File: config.mk
export PLATFORM = sky130hd
export DESIGN_NAME = multi_operand_adder
export DESIGN_NICKNAME = d
export VERILOG_FILES = /design/src/rtl/multi_operand_adder.sv
export SDC_FILE = /design/constraint.sdc
export NUM_CORES = 1
export LEC_CHECK = 0
export ABC_CLOCK_PERIOD_IN_PS = 7400
export CAP_MARGIN = 15
export CORE_MARGIN = 1.5
export CORE_UTILIZATION = 35
export CTS_CLUSTER_SIZE = 28
export DETAILED_ROUTE_END_ITERATION = 8
export GPL_ROUTABILITY_DRIVEN = 0
export SETUP_SLACK_MARGIN = 0.15
export SLEW_MARGIN = 20
export SYNTH_ARGS = -nofsm -noshare
export SYNTH_HDL_FRONTEND = slang
export SYNTH_SLANG_ARGS = --single-unit
File: constraint.sdc
create_clock -name clk -period 7.4 [get_ports clk]
set_clock_uncertainty 0.05 [all_clocks]
set_input_delay 1.48 -clock clk [delete_from_list [all_inputs] [get_ports clk]]
set_output_delay 1.48 -clock clk [all_outputs]
set_load 0.02 [all_outputs]
File: src/rtl/multi_operand_adder.sv
// ---------------------------------------------------------------------------
// multi_operand_adder
//
// Sequential adder that sums N_IN unsigned WIDTH-bit operands, one operand
// per clock, behind a start/busy/fin handshake. Operands are captured into an
// internal array when start is accepted, so in_flat may change during the
// operation. An optional running-total mode adds the operands onto the
// previous result.
//
// Build option:
//   MULTI_OPERAND_ADDER_SAT_EN  - when defined, each step saturates at
//                                 2^WIDTH-1. When undefined, the sum wraps.
//                                 ovf reports carry-out in both builds.
//
// Parameters:
//   WIDTH  - operand and sum width in bits (>= 2)
//   N_IN   - operands per operation (>= 2)
//   IDX_W  - operand index width, derived from N_IN (do not override)
//
// Ports:
//   clk       in   sole clock, rising edge
//   rst       in   synchronous active-high reset
//   start     in   operation request, sampled only in IDLE
//   acc_mode  in   sampled with start: 0 = sum from zero, 1 = add onto sum
//   in_flat   in   operands; operand k = in_flat[k*WIDTH +: WIDTH]
//   busy      out  high while an operation is in progress
//   sum       out  result register, updated only at the final ACC edge
//   ovf       out  carry-out seen during the last operation
//   fin       out  one-cycle completion pulse
// ---------------------------------------------------------------------------
module multi_operand_adder #(
    parameter int WIDTH = 16,
    parameter int N_IN  = 4,
    parameter int IDX_W = $clog2(N_IN)
) (
    input  logic                    clk,
    input  logic                    rst,
    input  logic                    start,
    input  logic                    acc_mode,
    input  logic [N_IN*WIDTH-1:0]   in_flat,
    output logic                    busy,
    output logic [WIDTH-1:0]        sum,
    output logic                    ovf,
    output logic                    fin
);

    typedef enum logic [1:0] {
        S_IDLE,
        S_ACC,
        S_DONE
    } state_t;

    localparam logic [IDX_W-1:0] LAST_IDX = IDX_W'(N_IN - 1);

    state_t           r_state;
    logic [WIDTH-1:0] r_ops [N_IN];
    logic [IDX_W-1:0] r_idx;
    logic [WIDTH-1:0] r_acc;
    logic [WIDTH-1:0] r_sum;
    logic             r_ovf;
    logic             r_busy;
    logic             r_fin;

    logic [WIDTH:0]   w_step;
    logic [WIDTH-1:0] w_next_acc;

    // One accumulation step at WIDTH+1 bits; bit WIDTH is the carry-out.
    // NOTE: every signal assigned in always_comb gets a value on every path,
    // otherwise synthesis infers a latch to hold the old value.
    always_comb begin
        w_step = {1'b0, r_acc} + {1'b0, r_ops[r_idx]};
`ifdef MULTI_OPERAND_ADDER_SAT_EN
        w_next_acc = w_step[WIDTH] ? '1 : w_step[WIDTH-1:0];
`else
        w_next_acc = w_step[WIDTH-1:0];
`endif
    end

    // NOTE: sequential state uses non-blocking assignments so that every
    // register samples the pre-edge values of the others.
    always_ff @(posedge clk) begin
        if (rst) begin
            r_state <= S_IDLE;
            r_idx   <= '0;
            r_acc   <= '0;
            r_sum   <= '0;
            r_ovf   <= 1'b0;
            r_busy  <= 1'b0;
            r_fin   <= 1'b0;
            // NOTE: the operand array is deliberately cleared on reset so no
            // stale operand survives; this costs a reset path per flop.
            for (int k = 0; k < N_IN; k++) begin
                r_ops[k] <= '0;
            end
        end else begin
            case (r_state)
                S_IDLE: begin
                    r_fin <= 1'b0;
                    if (start) begin
                        for (int k = 0; k < N_IN; k++) begin
                            r_ops[k] <= in_flat[k*WIDTH +: WIDTH];
                        end
                        r_idx   <= '0;
                        r_acc   <= acc_mode ? r_sum : '0;
                        r_ovf   <= 1'b0;
                        r_busy  <= 1'b1;
                        r_state <= S_ACC;
                    end
                end

                S_ACC: begin
                    r_acc <= w_next_acc;
                    r_idx <= r_idx + 1'b1;
                    if (w_step[WIDTH]) begin
                        r_ovf <= 1'b1;
                    end
                    // The last addition goes straight to sum so sum never
                    // shows a partial total.
                    if (r_idx == LAST_IDX) begin
                        r_sum   <= w_next_acc;
                        r_busy  <= 1'b0;
                        r_fin   <= 1'b1;
                        r_state <= S_DONE;
                    end
                end

                S_DONE: begin
                    // start is ignored here; no request is queued.
                    r_fin   <= 1'b0;
                    r_state <= S_IDLE;
                end

                default: begin
                    r_busy  <= 1'b0;
                    r_fin   <= 1'b0;
                    r_state <= S_IDLE;
                end
            endcase
        end
    end

    assign busy = r_busy;
    assign sum  = r_sum;
    assign ovf  = r_ovf;
    assign fin  = r_fin;

endmodule

# After elaboration in Yosys (flattened, before gate mapping)
# Memories as Yosys holds them, arrays and structs flattened. A register that Yosys moved wholly into a read port is not among the register bits.
# Cells that the tools add are included.
# totals
output_inout_bits	19
memories	1
ramBits	64
wordCells	56
regBits	39
inputBits	68
# mem_list
name	depth	width	rd	rd_ports_with_merged_regs	wr	line_no	rtl
r_ops	4	16	1	1	4	56	logic [WIDTH-1:0] r_ops [N_IN];
# classes
bitwise	6
reduce_logical	8
n_mux	26
n_eq_ne	6
add_sub_neg	2
# op_table
op	n
2-to-1 mux 16 bit	6
one-hot mux 16 bit (2 select lines)	1
adder 16 x 16 -> 17 bit	1
2-to-1 mux 1 bit	10
2-to-1 mux 2 bit	5
one-hot mux 2 bit (2 select lines)	2
!= test 2 bit (second input constant)	3
AND reduction 2 bit	3
AND reduction 3 bit	2
== test 2 bit (second input constant)	2
bitwise OR 1 bit	4
one-hot mux 1 bit (3 select lines)	1
adder 2 x 1 -> 2 bit (second input constant)	1
== test 2 x 1 -> 1 bit (second input constant)	1
logical NOT 2 bit	1
NOT 1 bit	2
one-hot mux 1 bit (2 select lines)	1
nonzero test 2 bit	1
OR reduction 2 bit	1

# Logic depth before layout (Yosys ltp)
# Gate-level depths: netlist of run 1.
# logic_depth
ltp_word	5
mapped_depth	11

# Worst setup path after synthesis of run 1
# No wires, ideal clock.
# synth_path
path_type	input -> register
startpoint	in rst
endpoint	mem r_ops[0][0], enable pin
setup_slack_ps	3322
stages	3
setup_time_ps	432
arrival_time_ps	3596
t_required_ps	6918
cell_sequence	clkbuf_1 clkbuf_1 nand2b_1
# synth_lines
element	line_no	rtl
from (decl)	37	input logic rst,
to (decl)	56	

==> flow_summary_export.csv, run 1 <==
group,metric,value,unit
timing,timing.final.crit_period,3.28,ns
run,drv_cap,0,
synthesis,yosysSeqAreaShare,53.3,%
synthesis,synth_area_leaders,"edfxtp_1 37%, dfxtp_1 16%, and2_1 8.1%",
finish,end_of_flow_core_utilization,44.9,%
synthesis,synth_edf_count,64,
synthesis,synth_adder_area_share,4.52,%
timing,worst-slew-pin-transition,0.939,ns
global_routing,grt_pass1_wl,18100,um
drt,detail_route.wl_per_cell,15.2,um
synthesis,largest_family_of_logic_cells_by_synthesized_area,"simple AND/OR/NAND/NOR gates",
clock_tree,clock_tree.buffer_depth,2,
finish,filler_cell_count,1371,
placed_design,place_hpwl,8190,um
floorplan,initial_core_utilization,35.7,%
setup_path,critical_path_class,"register to register",
drt,drt_first_pass_iters,4,
drt,routed_via_density,5.02,
global_routing,gr-usage-met2,21.9,%
synthesis,synthesis.area,0.00515,mm^2
floorplan,placement_rows,44,
floorplan,ios,87,
drt,via_count,3606,
floorplan,coreArea,0.0144,mm^2
synthesis,post-synth-top-area-fraction,37.3,%
worst_hold_path,hp-class,"register to register",
global_routing,grt_usage,14.7,%
setup_path,critical_path.n_buffers_inverters,1,
drt,detail_route.drc_violations,0,
global_routing,top_usage_layer,"met2",
setup_path,cp_top_family,"compound AO/OA/AOI/OAI gates",
synthesis,synth_largest_area_cell,"edfxtp_1",
setup_path,critical-path-top-cell-by-count,"o21ai_0",
placed_design,port_buffers,86,
clock_tree,clk_latency,0.34,ns
global_routing,groute.layer.met3.usage,2.92,%
drt,drt-initial-drc-count,264,
synthesis,synth_flop_cell,"edfxtp_1",
global_routing,grt_max_degree,65,
setup_path,critical_path.max_fanout,16,
clock_tree,cts-buffers-inserted,9,
clock_tree,post_cts_resize_count,0,
synthesis,postSynthAreaPerCell,11.3,um^2
timing,finalHoldViolCount,0,
clock_tree,ctsRootBufferMaster,"clkbuf_16",
finish,antenna_cells,0,
synthesis,synth_compound_area_share,11.1,%
synthesis,ys_async_sr_fraction,0,%
synthesis,yosysWarnings,0,
synthesis,syn_inst,455,
clock_tree,postCtsSetupBuffers,0,
synthesis,synth_fp_nets,541,
pwr,power_leakage,2.42,nW
run_status,status,"completed",
setup_path,critPathLaunchType,"register",
finish,fin_nets,615,
clock_tree,cts_hold_buf,0,
timing,worst_slew_margin_rel,37.2,%
clock_tree,cts_tree,"built",
timing,unrepaired_setup_endpoints_after_global_routing,"false",
synthesis,synth.ff_latch_count,105,
floorplan,fp.dieArea,0.0154,mm^2
clock_tree,numClockSinks,105,
timing,setup-tns-final,0,ns
setup_path,cp_data_required_time,7.62,ns
global_routing,grt_pass1_vias,3637,
global_routing,antenna_found_initial,0,
setup_path,worstPathArrival,3.50,ns
pwr,vdd_ir_drop_max,0.000103,V
pwr,pwr_density_cell,211,mW/mm^2
global_routing,met1_usage,21.2,%
setup_path,critical_path_s_largest_stage_delay,0.81,ns
clock_tree,clk_transition_reported_paths,0.07,ns
setup_path,slowest_stage,"dfxtp_1",
timing,finalSetupViolations,0,
synthesis,synth_simple_gate_area_share,18.6,%
drt,route.antenna.remaining_nets,0,
synthesis,synth_cell_type_count,48,
synthesis,synth_mux_area_share,8.17,%
timing,final_max_tran_viols,0,
setup_path,endpoint_kind,"register",
floorplan,die_outline_width,124,um
timing,final.period_utilization,44.4,%
global_routing,globalRoute.totalOverflow,0,
setup_path,worstPathCellList,"mux4_2 -> ha_1 -> inv_1 -> fa_1 -> nor2b_1 -> o21ai_1 -> a211oi_1 -> a2111oi_0 -> o21ai_0 -> o21ai_0",
finish,syn2layout_area_growth,25.9,%
synthesis,synth_xor_area_share,1.70,%
clock_tree,clock_tree.htree_level_count,3,
drt,routed_wl,10900,um
timing,timing.fmax,0.305,GHz
finish,drive_gt1_share,8.24,%
floorplan,die_height,124,um
-- per-layer routing --
metal | up-vias | part of all wire, %
li1 | 1813 | -
met1 | 1662 | 50
met2 | 123 | 43
met3 | 8 | 5.9
met4 | 0 | 1.0
met5 | - | 0
-- kinds of logic (layout without fill, tap and decap cells) --
kind of cell	count (synthesis)	in the layout
flops	105	105
compound gates	85	85
xor+xnor	10	10
mux	22	22
fa+ha+maj	18	18
simple gates	179	179
buf+inv	36	115
-- worst reg2reg max path, cell delays in order (launching register included) --
cell and delay, ns:
dfxtp_1 0.81, mux4_2 0.42, ha_1 0.21, inv_1 0.07, fa_1 0.21, nor2b_1 0.08
o21ai_1 0.28, a211oi_1 0.13, a2111oi_0 0.69, o21ai_0 0.14, o21ai_0 0.10
-- registers in the layout, summed over array words and instances (netlist names), named ones only --
signal   count
ovf          1
r_acc       16
r_idx        2
sum         16
busy         1
fin          1
r_state      2
r_ops       64
-- cells in the final DEF, fill, tap and decap left out, types with 11 or more instances in the layout --
| master | instances |
|---|---|
| nor3_1 | 12 |
| and2_1 | 67 |
| clkdlybuf4s50_1 | 86 |
| o21ai_0 | 11 |
| ha_1 | 17 |
| edfxtp_1 | 64 |
| dfxtp_1 | 41 |
| nand2_1 | 29 |
| mux4_2 | 16 |
| a21oi_1 | 23 |
| nor2_1 | 36 |
-- power by group --
part,total (W),internal (W),switching (W)
sequential,0.000674,0.000659,0.0000152
combinational,0.000204,0.0000983,0.000105
clock,0.000489,0.000270,0.000219
total,0.00137,0.00103,0.000340
-- worst paths after layout --
| kind | from | endpoint | slack [ns] | cells past startpoint |
|---|---|---|---|---|
| min reg2reg | busy$_SDFFE_PP0P_ | busy$_SDFFE_PP0P_ | 0.43 | 2 |
| max reg2reg | register | ovf$_SDFFE_PP0P_ | 4.12 | 10 |
| max | register | ovf$_SDFFE_PP0P_ | 4.12 | 10 |
| min | busy$_SDFFE_PP0P_ | busy$_SDFFE_PP0P_ | 0.43 | 2 |
-- per-stage QoR --
stage | area, um^2 | setup WS [ns] | power (W) | std cells | hold WS (ns)
after floorplan | 5150 | 3.32 | 0.000813 | 455 | 0.423
after global placement | 6170 | 3.80 | 0.000885 | 702 | 0.410
after detailed placement | 6170 | 3.79 | 0.000891 | 702 | 0.418
after CTS | 6480 | 4.09 | 0.00138 | 718 | 0.429
after global routing | 6480 | 3.91 | 0.00143 | 718 | 0.460
final | 6480 | 4.12 | 0.00137 | 718 | 0.425
-- cell usage after synthesis, types with 5 or more instances --
cell and count:
a221oi_1 5, nand2b_1 5, o21ai_0 11, mux2i_1 6
nor2_1 37, nor3_1 12, nand3b_1 5, edfxtp_1 64
mux4_2 16, a22oi_1 5, o21ai_1 7, ha_1 17
a21oi_1 23, and2_1 67, dfxtp_1 41, a211oi_1 5
nand2_1 29, clkbuf_1 25, inv_1 8, xor2_1 6
-- area by class of cell --
type | count | area [um^2] | share of cell area [%]
sequential | 105 | 2740 | 42.3
multi-input combinational | 314 | 2270 | 35.0
clock inverter | 7 | 83.8 | 1.29
tap | 184 | 230 | 3.55
timing repair buffer | 91 | 898 | 13.9
inverter | 8 | 30.0 | 0.463
clock buffer | 9 | 225 | 3.47
(Power assumes the default switching activity.)
==> inputs of run 2 (changes only) <==
ABC_CLOCK_PERIOD_IN_PS = 3220   (was 7400)
clock period = 3.22 ns   (was 7.4 ns; I/O delays follow)
==> run 2 against run 1 <==
Against the previous run: count of clock-buffer cells in the layout grew 2; register-to-register slack worse by 3.8 ns; clock power grew 120%; global-route usage grew 0.29 points; design area rose by 1.4%; flip-flop and latch count unchanged; die area is the same; worst hold slack got worse by 0.019 ns; wire length up 4.9%; largest cell class unchanged; cell count grew 0.84%; critical path depth shrank 1; first-iteration DRC count is 10% lower.
==> flow_summary_export.csv, run 2 (synthesis gave the netlist of run 1 again) <==
group,metric,value,unit
run_status,status,"completed",
clock_tree,cts_hold_buf,0,
clock_tree,numClockSinks,105,
finish,largest_reg_flops,64,
global_routing,globalRoute.totalOverflow,0,
timing,unrepaired_setup_endpoints_after_global_routing,"false",
timing,final.period_utilization,90.7,%
placed_design,dp_worst_setup_slack,0.0581,ns
pwr,power_switching,0.000794,W
setup_path,endpoint_kind,"register",
clock_tree,clk_latency,0.35,ns
finish,antenna_cells,0,
setup_path,worstPathCellList,"buf_4 -> mux4_2 -> ha_1 -> a21o_1 -> and4_1 -> o2111ai_1 -> nand2_2 -> xnor2_1 -> a2111oi_2",
placed_design,port_buffers,86,
drt,routed_via_density,5.13,
clock_tree,cts_tree,"built",
floorplan,coreArea,0.0144,mm^2
clock_tree,clock_tree.buffer_depth,2,
finish,final_design_area_no_fill,0.00657,mm^2
pwr,vdd_ir_drop_max,0.000222,V
global_routing,grt_pass1_wl,18600,um
pwr,power.share.sequential,49.7,%
setup_path,cp_data_required_time,3.42,ns
floorplan,placement_rows,44,
pwr,power.share.clock,34.5,%
setup_path,critPathLaunchType,"register",
drt,routed_wl,11500,um
global_routing,top_usage_layer,"met2",
worst_hold_path,hold_path_startpoint,"busy$_SDFFE_PP0P_",
finish,regMostFlops,"r_ops",
finish,highest_count_cells_in_the_layout_ignoring_fill_and_taps,"86 x clkdlybuf4s50_1, 67 x and2_1, 64 x edfxtp_1",
floorplan,die_outline_width,124,um
floorplan,fp.dieArea,0.0154,mm^2
timing,final_max_tran_viols,0,
drt,drt-initial-drc-count,237,
timing,timing.final.crit_period,2.92,ns
timing,final_critical_path_setup_slack,0.299,ns
setup_path,worstPathArrival,3.12,ns
clock_tree,clock_tree.htree_level_count,3,
drt,detail_route.wl_per_cell,15.8,um
pwr,totalPowerFinal,0.00311,W
worst_hold_path,hp-class,"register to register",
pwr,power.share.switching,25.5,%
setup_path,critical_path_class,"register to register",
finish,layout.cells.most_common,"clkdlybuf4s50_1",
setup_path,critical_path.max_fanout,4,
timing,setup-tns-final,0,ns
drt,drt_first_pass_iters,4,
clock_tree,clk_transition_reported_paths,0.08,ns
global_routing,gr-usage-met2,22.6,%
global_routing,antenna_found_initial,0,
timing,worst-slew-pin-transition,0.659,ns
pwr,power_leakage,2.45,nW
global_routing,groute.layer.met3.usage,3.44,%
drt,detail_route.drc_violations,0,
drt,route.antenna.remaining_nets,0,
floorplan,die_height,124,um
placed_design,place_hpwl,8580,um
global_routing,met1_usage,21.4,%
pwr,pwr_density_cell,473,mW/mm^2
timing,finalHoldViolCount,0,
clock_tree,cts-buffers-inserted,9,
clock_tree,ctsRootBufferMaster,"clkbuf_16",
global_routing,grt_usage,15.0,%
pwr,combinational_share_of_power,15.7,%
drt,via_count,3712,
global_routing,grt_max_degree,65,
global_routing,grt_pass1_vias,3683,
setup_path,critical_path_s_largest_stage_delay,0.51,ns
finish,drive_gt1_share,10.7,%
floorplan,ios,87,
timing,timing.fmax,0.342,GHz
finish,fin_nets,621,
timing,worst_slew_margin_rel,56.0,%
pwr,power.internal,0.00232,W
placed_design,post_dp_cell_area,0.00624,mm^2
timing,finalSetupViolations,0,
floorplan,initial_core_utilization,35.7,%
run,drv_cap,0,
setup_path,slowest_stage,"mux4_2",
finish,syn2layout_area_growth,27.7,%
run 2: changes by cell type in the layout (fill, tap and decap cells not counted), sizes merged:
cell / delta
inv: -1
clkbuf: +2
bufinv: -1
buf: +6
run 2: layout make-up:
cell class                      count  area [um^2]
Fill cell                        1356         7850
Sequential cell                   105         2740
Multi-Input combinational cell    314         2300
Timing Repair Buffer               97          976
Clock buffer                       11          243
Tap cell                          184          230
Clock inverter                      5         48.8
Inverter                            8         30.0
run 2: path summary, 6_finish.rpt:
path	slack, ns	to	depth (start not counted)
worst min register to register	0.41	busy$_SDFFE_PP0P_	2
worst max-delay path	0.30	r_acc[11]$_SDFFE_PP0P_	9
worst min-delay path	0.41	busy$_SDFFE_PP0P_	2
worst max register to register	0.30	r_acc[11]$_SDFFE_PP0P_	9
run 2: layer usage:
layer | wire length [um] | up-vias | share of wire, %
li1 | - | 1823 | -
met2 | 4940 | 139 | 43
met3 | 744 | 15 | 6.5
met4 | 153 | 0 | 1.3
met5 | 0 | - | 0
met1 | 5620 | 1735 | 49
run 2: power groups by stage:
stage               Sequential [W]  Clock [W]  Combinational [W]
finish                     0.00155    0.00107           0.000489
CTS                        0.00155    0.00109           0.000484
floorplan                  0.00157          0           0.000303
detailed placement         0.00158          0           0.000479
global route               0.00155    0.00114           0.000539
global placement           0.00158          0           0.000468
run 2: through the flow:
stage               hold slack, ns  utilization, %  instances
global route                 0.457            45.6        724
global placement             0.399            43.3        708
finish                       0.406            45.6        724
detailed placement           0.399            43.3        708
CTS                          0.409            45.3        724
floorplan                    0.423               -        455
run 2: what timing repair did:
| action | CTS | global route |
|---|---|---|
| gates resized for setup | 2 | 11 |
| buffers inserted | 0 | 0 |
| setup endpoints to repair | 1 | 15 |
run 2: critical path, delay by kind of cell, from the launching register on:
family	cells	cell delay [ns]
fa+ha+maj	1	0.29
mux	1	0.51
xor+xnor	1	0.19
flops	1	0.40
simple gates	2	0.38
buf+inv	1	0.16
compound gates	3	0.84
==> inputs of run 3 (changes only) <==
SLEW_MARGIN = 25   (was 20)
TNS_END_PERCENT = 30   (was not set)
==> run 3 against run 2 <==
Against the previous run: combinational power about the same; global-route usage down 0.18 points; sequential power about the same; non-clock buffer count down 1; critical path type unchanged; highest routed layer unchanged.
==> flow_summary_export.csv, run 3 (synthesis gave the netlist of run 1 again) <==
group,metric,value,unit
drt,drt_first_pass_iters,4,
clock_tree,clock_tree.buffer_depth,2,
global_routing,grt_max_degree,65,
finish,highest_count_cells_in_the_layout_ignoring_fill_and_taps,"86 x clkdlybuf4s50_1, 67 x and2_1, 64 x edfxtp_1",
drt,detail_route.drc_violations,0,
floorplan,placement_rows,44,
pwr,vdd_ir_drop_max,0.000281,V
finish,regMostFlops,"r_ops",
global_routing,globalRoute.totalOverflow,0,
run,drv_cap,0,
timing,final.period_utilization,92.1,%
clock_tree,clk_transition_reported_paths,0.07,ns
timing,timing.fmax,0.337,GHz
floorplan,coreArea,0.0144,mm^2
setup_path,cp_data_required_time,3.41,ns
finish,antenna_cells,0,
clock_tree,numClockSinks,105,
finish,instances_no_fill,723,
floorplan,ios,87,
timing,setup-tns-final,0,ns
drt,detail_route.wl_per_cell,15.6,um
global_routing,grt_pass1_vias,3494,
timing,timing.final.crit_period,2.96,ns
placed_design,port_buffers,86,
clock_tree,clock_tree.htree_level_count,3,
clock_tree,cts_tree,"built",
finish,syn2layout_area_growth,27.5,%
clock_tree,postCtsSetupBuffers,0,
finish,drive_gt1_share,10.4,%
timing,final_max_tran_viols,0,
drt,via_count,3648,
pwr,pwr_density_cell,470,mW/mm^2
setup_path,worstPathArrival,3.16,ns
floorplan,die_outline_width,124,um
global_routing,antenna_found_initial,0,
finish,fin_nets,620,
drt,route.antenna.remaining_nets,0,
global_routing,grt_usage,14.8,%
placed_design,dp.cells,707,
timing,unrepaired_setup_endpoints_after_global_routing,"true",
timing,finalSetupViolations,0,
timing,finalHoldViolCount,0,
clock_tree,clk_latency,0.34,ns
floorplan,die_height,124,um
drt,drt-initial-drc-count,257,
timing,worst_slew_margin_rel,53.9,%
timing,worst-slew-pin-transition,0.690,ns
clock_tree,ctsRootBufferMaster,"clkbuf_16",
setup_path,critPathLaunchType,"register",
placed_design,place_hpwl,8410,um
finish,largest_reg_flops,64,
global_routing,grt_pass1_wl,18300,um
pwr,power_leakage,2.44,nW
setup_path,critical_path.max_fanout,16,
finish,layout.cells.most_common,"clkdlybuf4s50_1",
run_status,status,"completed",
finish,filler_cell_count,1357,
clock_tree,cts-buffers-inserted,9,
floorplan,initial_core_utilization,35.7,%
floorplan,fp.dieArea,0.0154,mm^2
setup_path,endpoint_kind,"register",
worst_hold_path,hp-class,"register to register",
drt,routed_via_density,5.05,
setup_path,critical_path_class,"register to register",
drt,routed_wl,11300,um
run 3: repair_timing:
action | in CTS | in global routing
hold buffers | 0 | 0
setup endpoints to repair | 1 | 10
gates resized for setup | 1 | 10
run 3: final timing paths:
| kind | from | endpoint | slack [ns] | depth (start not counted) |
|---|---|---|---|---|
| worst max-delay path | register | r_acc[11]$_SDFFE_PP0P_ | 0.26 | 9 |
| worst min-delay path | busy$_SDFFE_PP0P_ | busy$_SDFFE_PP0P_ | 0.41 | 2 |
| worst max register to register | register | r_acc[11]$_SDFFE_PP0P_ | 0.26 | 9 |
| worst min register to register | busy$_SDFFE_PP0P_ | busy$_SDFFE_PP0P_ | 0.41 | 2 |
run 3: through the flow:
step | area, um^2 | hold WS [ns] | setup slack (ns) | util [%] | power [W]
final | 6560 | 0.410 | 0.255 | 45.5 | 0.00309
after floorplan | 5150 | 0.423 | 0.0128 | - | 0.00187
after detailed placement | 6230 | 0.407 | 0.145 | 43.2 | 0.00206
after CTS | 6520 | 0.417 | 0.175 | 45.2 | 0.00310
after global routing | 6560 | 0.433 | 0.0823 | 45.5 | 0.00322
after global placement | 6230 | 0.400 | 0.222 | 43.2 | 0.00204
run 3: where the power goes:
part	internal [W]	switching [W]	total, W
logic	0.000239	0.000248	0.000487
registers	0.00151	0.0000379	0.00155
clock network	0.000540	0.000508	0.00105
total	0.00229	0.000794	0.00309
run 3: area by class of cell:
type / instances / area [um^2] / area share (%)
tap: 184 / 230 / 3.51
clock inverter: 7 / 60.1 / 0.916
sequential: 105 / 2740 / 41.8
multi-input combinational: 314 / 2310 / 35.2
timing repair buffer: 96 / 961 / 14.6
inverter: 8 / 30.0 / 0.458
clock buffer: 9 / 225 / 3.43
run 3: worst max-delay path: stages (launching register included):
cell and delay, ns:
dfxtp_1 0.37, buf_12 0.19, mux4_2 0.54, ha_1 0.29, a21o_1 0.19, and4_1 0.23
o2111ai_2 0.25, nand2_1 0.19, xnor2_1 0.21, a2111oi_2 0.35
run 3: routing by layer:
layer | GRT usage (%) | vias to the layer above | wire length (um) | part of all wire, %
li1 | - | 1820 | - | -
met4 | 5.07 | 0 | 98 | 0.87
met3 | 2.53 | 7 | 713 | 6.3
met1 | 22.2 | 1691 | 5490 | 49
met2 | 21.6 | 130 | 4960 | 44
met5 | 0 | - | 0 | 0
